[src/rtl/seq_mon_pkg.sv]
// Shared types and the sequence-counter cycle table for seq_monitor.
// Optional history register is enabled with `define SEQ_MON_HIST_EN.
package seq_mon_pkg;

  typedef enum logic [1:0] {
    SEARCH = 2'd0,
    LOCKED = 2'd1,
    FAULT  = 2'd2
  } state_t;

  localparam logic [2:0] ILLEGAL_CODE = 3'b100;

  // Cycle 001->010->011->000->111->110->101->001; the unreachable 100 maps to 000.
  function automatic logic [2:0] seq_next(input logic [2:0] cur);
    logic [2:0] nxt;
    case (cur)
      3'b001:  nxt = 3'b010;
      3'b010:  nxt = 3'b011;
      3'b011:  nxt = 3'b000;
      3'b000:  nxt = 3'b111;
      3'b111:  nxt = 3'b110;
      3'b110:  nxt = 3'b101;
      3'b101:  nxt = 3'b001;
      default: nxt = 3'b000;
    endcase
    return nxt;
  endfunction

endpackage

[src/rtl/seq_monitor_lut.sv]
// Combinational lookup of the successor code in the monitored counter cycle.
// Used by seq_monitor (see SEQ_MON_HIST_EN in the top for the optional history).
module seq_next_lut
  import seq_mon_pkg::*;
(
  input  logic [2:0] cur,
  output logic [2:0] nxt
);

  assign nxt = seq_next(cur);

endmodule

[src/rtl/seq_monitor.sv]
// Checks a 3-bit sequence counter against its fixed cycle, locks, counts laps and flags errors.
// Define SEQ_MON_HIST_EN to enable the 4-entry history of legal states on hist.
module seq_monitor
  import seq_mon_pkg::*;
#(
  parameter int         LAP_W  = 8,
  parameter int         LOCK_N = 3,
  parameter logic [2:0] START  = 3'b001
) (
  input  logic             clk,
  input  logic             clear,
  input  logic [2:0]       q_in,
  input  logic             en,
  output logic             locked,
  output logic             err,
  output logic             err_sticky,
  output logic             lap_pulse,
  output logic [LAP_W-1:0] lap_cnt,
  output logic [2:0]       exp_next,
  output logic [11:0]      hist
);

  state_t     state;
  logic [2:0] prev;
  logic       prev_v;
  logic [2:0] match_cnt;
  logic [2:0] lut_next;
  logic       legal;
  logic       step_ok;
  logic       lap_full;

  seq_next_lut u_lut (
    .cur (prev),
    .nxt (lut_next)
  );

  // exp_next is a pure decode of the prev/prev_v flops, so it changes only at clock edges.
  assign exp_next = prev_v ? lut_next : 3'b000;

  // A prev of 100 has no legal successor even though its table entry is 000.
  assign legal    = prev_v && (q_in == lut_next) && (q_in != ILLEGAL_CODE)
                    && (prev != ILLEGAL_CODE);
  assign step_ok  = legal && (state != FAULT);
  assign lap_full = &lap_cnt;

  always_ff @(posedge clk) begin
    if (clear) begin
      state      <= SEARCH;
      prev       <= 3'b000;
      prev_v     <= 1'b0;
      match_cnt  <= 3'd0;
      locked     <= 1'b0;
      err        <= 1'b0;
      err_sticky <= 1'b0;
      lap_pulse  <= 1'b0;
      lap_cnt    <= '0;
    end else if (en) begin
      err       <= 1'b0;
      lap_pulse <= 1'b0;
      prev      <= q_in;
      prev_v    <= 1'b1;
      case (state)
        SEARCH: begin
          if (prev_v) begin
            if (legal) begin
              if (match_cnt == 3'(LOCK_N - 1)) begin
                state     <= LOCKED;
                locked    <= 1'b1;
                match_cnt <= 3'd0;
              end else begin
                match_cnt <= match_cnt + 3'd1;
              end
            end else begin
              match_cnt <= 3'd0;
            end
          end
        end
        LOCKED: begin
          if (legal) begin
            if ((q_in == START) && !lap_full) begin
              lap_cnt   <= lap_cnt + 1'b1;
              lap_pulse <= 1'b1;
            end
          end else begin
            state      <= FAULT;
            locked     <= 1'b0;
            err        <= 1'b1;
            err_sticky <= 1'b1;
          end
        end
        FAULT: begin
          // This sample only re-seeds prev; checking resumes on the next one.
          state     <= SEARCH;
          match_cnt <= 3'd0;
        end
        default: begin
          state     <= SEARCH;
          locked    <= 1'b0;
          match_cnt <= 3'd0;
        end
      endcase
    end else begin
      err       <= 1'b0;
      lap_pulse <= 1'b0;
    end
  end

`ifdef SEQ_MON_HIST_EN
  logic [11:0] hist_r;

  always_ff @(posedge clk) begin
    if (clear) begin
      hist_r <= 12'h000;
    end else if (en && step_ok) begin
      hist_r <= {hist_r[8:0], q_in};
    end
  end

  assign hist = hist_r;
`else
  logic unused_step;
  assign unused_step = step_ok;
  assign hist        = 12'h000;
`endif

endmodule
[config.mk]
export PLATFORM = sky130hd
export DESIGN_NAME = seq_monitor
export DESIGN_NICKNAME = d
export VERILOG_FILES = /design/src/rtl/seq_mon_pkg.sv /design/src/rtl/seq_monitor_lut.sv /design/src/rtl/seq_monitor.sv
export SDC_FILE = /design/constraint.sdc
export NUM_CORES = 1
export LEC_CHECK = 0
export BUFFER_PORTS_ARGS = -buffer_cell sky130_fd_sc_hd__buf_2
export CAP_MARGIN = 15
export CORE_ASPECT_RATIO = 2
export CORE_MARGIN = 4
export CORE_UTILIZATION = 42
export DETAILED_ROUTE_END_ITERATION = 8
export PLACE_DENSITY = 0.69
export RECOVER_POWER = 25
export SETUP_SLACK_MARGIN = 0.3
export SLEW_MARGIN = 20
export SYNTH_ARGS = -nofsm -noshare
export SYNTH_HDL_FRONTEND = slang
export SYNTH_HIERARCHICAL = 1
export SYNTH_SLANG_ARGS = --single-unit
[constraint.sdc]
create_clock -name clk -period 5.4 [get_ports clk]
set_input_delay 0.54 -clock clk [delete_from_list [all_inputs] [get_ports clk]]
set_output_delay 0.54 -clock clk [all_outputs]
set_load 0.03 [all_outputs]
* Word level (Yosys, flattened, before mapping)
Cells that the tools add are included.
Word-level totals: bits in registers 21, bits of input ports 6, output and inout bits 27, logic and storage cells 64
Operators by class: $add $sub $neg 2, equality and inequality tests 16, muxes and demuxes 18, bitwise logic cells 4, reductions and logical operators 15
Operator list (count):
- case mux 3 bit (6 select lines) | 1
- 2-to-1 mux 3 bit | 4
- equality test 3 bit (second input constant) | 3
- adder 8 x 1 -> 8 bit (second input constant) | 1
- 2-to-1 mux 2 bit | 4
- inequality test 2 bit (second input constant) | 4
- AND reduction 8 bit | 1
- equality test 3 x 1 -> 1 bit (second input constant) | 2
- equality test 3 x 2 -> 1 bit (second input constant) | 2
- 2-to-1 mux 1 bit | 6
- inequality test 3 bit (second input constant) | 2
- case mux 3 bit (2 select lines) | 1
- AND reduction 3 bit | 2
- AND reduction 6 bit | 1
- AND reduction 5 bit | 1
- logical AND 1 bit | 4
- NOT 1 bit | 4
- case mux 2 bit (2 select lines) | 1
- AND reduction 4 bit | 1
- OR reduction 4 bit | 1
- adder 3 x 1 -> 3 bit (second input constant) | 1
- equality test 3 bit | 1
- logical NOT 3 bit | 1
- case mux 1 bit (3 select lines) | 1
- other kinds (5) | 5

* Depth between registers and ports, before layout
word-level depth 9, depth in mapped cells 8, mapped depth without buffers 7

* Cells and area by module
The synthesis kept the hierarchy.
Modules (own cells, without submodules):
- seq_monitor | times used 1, cells an instance 138, area an instance 1148.6 µm², sequential area each 420.4 µm²
- seq_next_lut | times used 1, cells an instance 6, area an instance 47.5 µm², sequential area each 0.0 µm²

* Least setup slack after synthesis
Ideal clock, no wire load.
path type register -> register, start register prev[1], end register lap_cnt[6], setup time 70 ps, data arrival time 1980 ps, data required time 5330 ps, path slack 3349 ps, stages on the path, launching flop included 9, path buffers 1, period minus slack after synthesis 2051 ps, cells stage by stage dfxtp_1 -> nor3_1 -> a21o_1 -> or2_4 -> a221oi_4 -> nand3_2 -> buf_6 -> or4_1 -> a21oi_1
Between the ends: word-level cells in the longest chain between the ends 7, elaborated cells between the ends (all ways) 13, classes of those cells eq/ne: 7; mux: 1; reduce/logical: 5
RTL lines:
- start, declared | line seq_monitor.sv:24 | logic [2:0] prev;
- start signal, assigned | line seq_monitor.sv:60 | prev <= q_in;
- equality test 3 bit (tied with other cells) | line seq_mon_pkg.sv:16 | case (cur)
- case mux 3 bit (6 select lines) * | line seq_mon_pkg.sv:16
- named net lut_next[2] | line seq_monitor.sv:27 | logic [2:0] lut_next;
- equality test 3 bit * | line seq_monitor.sv:41 | assign legal = prev_v && (q_in == lut_next) && (q_in != ILLEGAL_CODE)
- logical AND 1 bit * (2 in series) | line seq_monitor.sv:41
- logical AND 1 bit * | line seq_monitor.sv:42 | && (prev != ILLEGAL_CODE);
- AND reduction 4 bit (no line) *
- end signal, assigned | line seq_monitor.sv:81 | lap_cnt <= lap_cnt + 1'b1;
- end, declared | line seq_monitor.sv:18 | output logic [LAP_W-1:0] lap_cnt,
The timed path passes the listed nets; every way through them passes the cells marked *. A chain may end at the register's enable or synchronous reset.

* Worst setup path after layout
start register prev[2], end register lap_cnt[5]
The elaborated chain is that of the path after synthesis.

==> run metrics <==
outcome=finished clean; Post-CTS Hold Buffers=0; Worst slew margin=33.39%; drt wl/cell=around 13 um; VDD IR max=0.1250 mV; FILL cells=266; Worst path slowest cell=or4_1; critical path cell sequence=nor3_1 -> a21o_1 -> or2_4 -> a221oi_4 -> nand3_2 -> or4_1 -> a21oi_1; Die Area=3818 um2; FP Rows=27; DRC Markers=0; Lkg Pwr=0.5108 nW; critical path capture point type=flop; Cells after Synth=~140; FF-to-FF Start=prev[2]; final net count=170; GRT Residual Overflow=0; Crit Path Max Fanout=12; multi-input logic area=676.9 um2; Synth Warn #=6; number of synthesized flops with an enable pin=0; ys flop type=dfxtp_1; Hold Path Class=flop to flop; Setup-failing EPs final=0; Setup CP Type=flop to flop; Synth top area share=35.15%; cell accounting for the most synthesized area=dfxtp_1; asr flop ratio synth=0%; power density cells=about 240 nW/um2; gr usage total=14.68%; Yosys reg bits=21; Yosys cell types=39; Post-CTS Setup Bufs=0; Final Power=a little over 0.3 mW; DP Wirelength=1952 um; most instantiated library cell after synthesis=dfxtp_1; Core Region=about 2700 um2; Hold Crit Endpoint=err_sticky; H-tree Lvls=1; Worst Hold Depth=2; critical path launch point type=flop; GPL Wtd Cong=0.7679; Seq/Total Area, Yosys=between 30% and 40%; die height=roughly 83 um; Routed Antenna Nets=0; Num CTS Buffers=3; Clock transition at path regs=0.07 ns; crit-path max cell delay=0.51 ns; Post-Route Skew=0.001754 ns; initial DRC count=34; commonest cells in the netlist=dfxtp_1, a21oi_1, buf_4, nor2_1, nand2_1; worst slew pin tran=0.9992 ns; Final Hold Fails=0; TritonCTS Sinks=21; share of cells above drive strength 1=16.05%; area growth from synthesis to layout=8.263%; routed vias=1,047; Pre-antenna DRT Iters=4; pin count of the biggest net entering global routing=24; post-synthesis area per instance=8.307 um2; initial antenna violation count=0; reg-to-reg endpoint=lap_cnt[5]; Slew Limit Fails=0; Initial Utilization=43.71%; CTS max path bufs=2; fmax=428.0 MHz; number of global-route vias before repair=990; post-CTS resize count=0; R2R cell count=7; CTS tree=done; Worst R2R Setup Slack=between 3 and 4 ns; DR vias/cell=5.482; Horiz. Die Dim=45.74 um; Final min period=between 2 and 2.5 ns; TNS Setup=0 ns; ranking of synthesized cells by area=dfxtp_1, buf_4, a21oi_1, nor2_1, nand2_1; RSZ-0062 raised after global routing=false; # port buffers=20; max cap viols=0; Worst Path Arrival=approximately 2.5 ns; Worst Hold Launch=err_sticky; Storage cell area=420.4 um2; root buffer cell=clkbuf_8; cell area after synthesis=1196 um2; Worst-Skew Late Latency=approximately 0.26 ns; Worst Path Required=between 5 and 6 ns; Post-Route WL=2529 um; Final Cycle Share=43.27%; num ports=33; global-route wire length before repair=between 4000 and 5000 um; n_diodes=0
[where the power goes]
group / switching [mW] / internal (mW) / leakage [nW]
registers: 0.00296 / 0.157 / 0.170
clock network: 0.0489 / 0.0513 / 0.0255
logic: 0.0329 / 0.0131 / 0.315
total: 0.0847 / 0.221 / 0.511
[registers in the layout (all words and copies together), names as in the netlist]
register / flops
state: 2
err: 1
prev_v: 1
locked: 1
lap_cnt: 8
prev: 3
match_cnt: 3
lap_pulse: 1
err_sticky: 1
[layout by cell type, fill, tap and decap left out, drive strengths merged, types with 4 or more instances in the layout]
cell    count
nand2      11
and2        5
clkbuf      9
o21ai       7
nor3        4
buf        14
conb       12
nand3       6
a21oi      13
nor2b       5
dfxtp      21
mux2i       4
or4         4
nor2       12
inv         6
[critical path, delay by kind of cell, from the launching register on]
kind / cells / cell delay (ns)
AO/OA/AOI/OAI: 3 / 0.69
AND/OR/NAND/NOR: 4 / 1.08
flip-flops: 1 / 0.48
[logic make-up after synthesis]
group / Yosys count / share of synthesized area [%]
simple gates: 56 / 26.57
compound gates: 33 / 18.20
buf+inv: 23 / 11.72
flops: 21 / 35.15
xor+xnor: 5 / 3.662
mux: 4 / 3.347
fa+ha+maj: 1 / 1.046
other cells: 1 / 0.3135
[through the flow]
step / setup WS (ns) / utilization, % / std cells / hold WS [ns] / cell area, um2
2_1_floorplan: 3.349 / - / 155 / 0.4703 / 1237
3_3_place_gp: 3.209 / 45.91 / 187 / 0.4316 / 1256
3_5_place_dp: 3.074 / 45.91 / 187 / 0.4410 / 1256
4_1_cts: 3.055 / 47.60 / 191 / 0.4530 / 1303
5_1_grt: 2.833 / 47.33 / 191 / 0.4816 / 1295
6_report: 3.063 / 47.33 / 191 / 0.4491 / 1295
[layer usage]
layer	part of all wire (%)	vias up	GRT usage, %
li1	-	521	-
met1	38	491	16.36
met2	56	29	24.84
met3	4.3	6	2.592
met4	1.9	0	7.513
met5	0	-	0
[area by class of cell]
cell class	count	share of cell area [%]
timing repair buffer	20	7.150
tap	29	2.802
inverter	6	1.739
clock inverter	1	0.3865
clock buffer	3	3.188
sequential	21	32.46
multi-input combinational	111	52.27
[worst max path at each step]
stage                     startpoint         end  slack [ns]  cells after the start
after global placement       prev[2]  lap_cnt[5]        3.21                      7
after global routing         prev[1]  lap_cnt[5]        2.83                      7
after CTS                    prev[2]  lap_cnt[5]        3.05                      7
after detailed placement     prev[2]  lap_cnt[7]        3.07                      7
after floorplan              prev[1]  lap_cnt[6]        3.35                      8
final                        prev[2]  lap_cnt[5]        3.06                      7
Power figures use the tool's default switching activity.
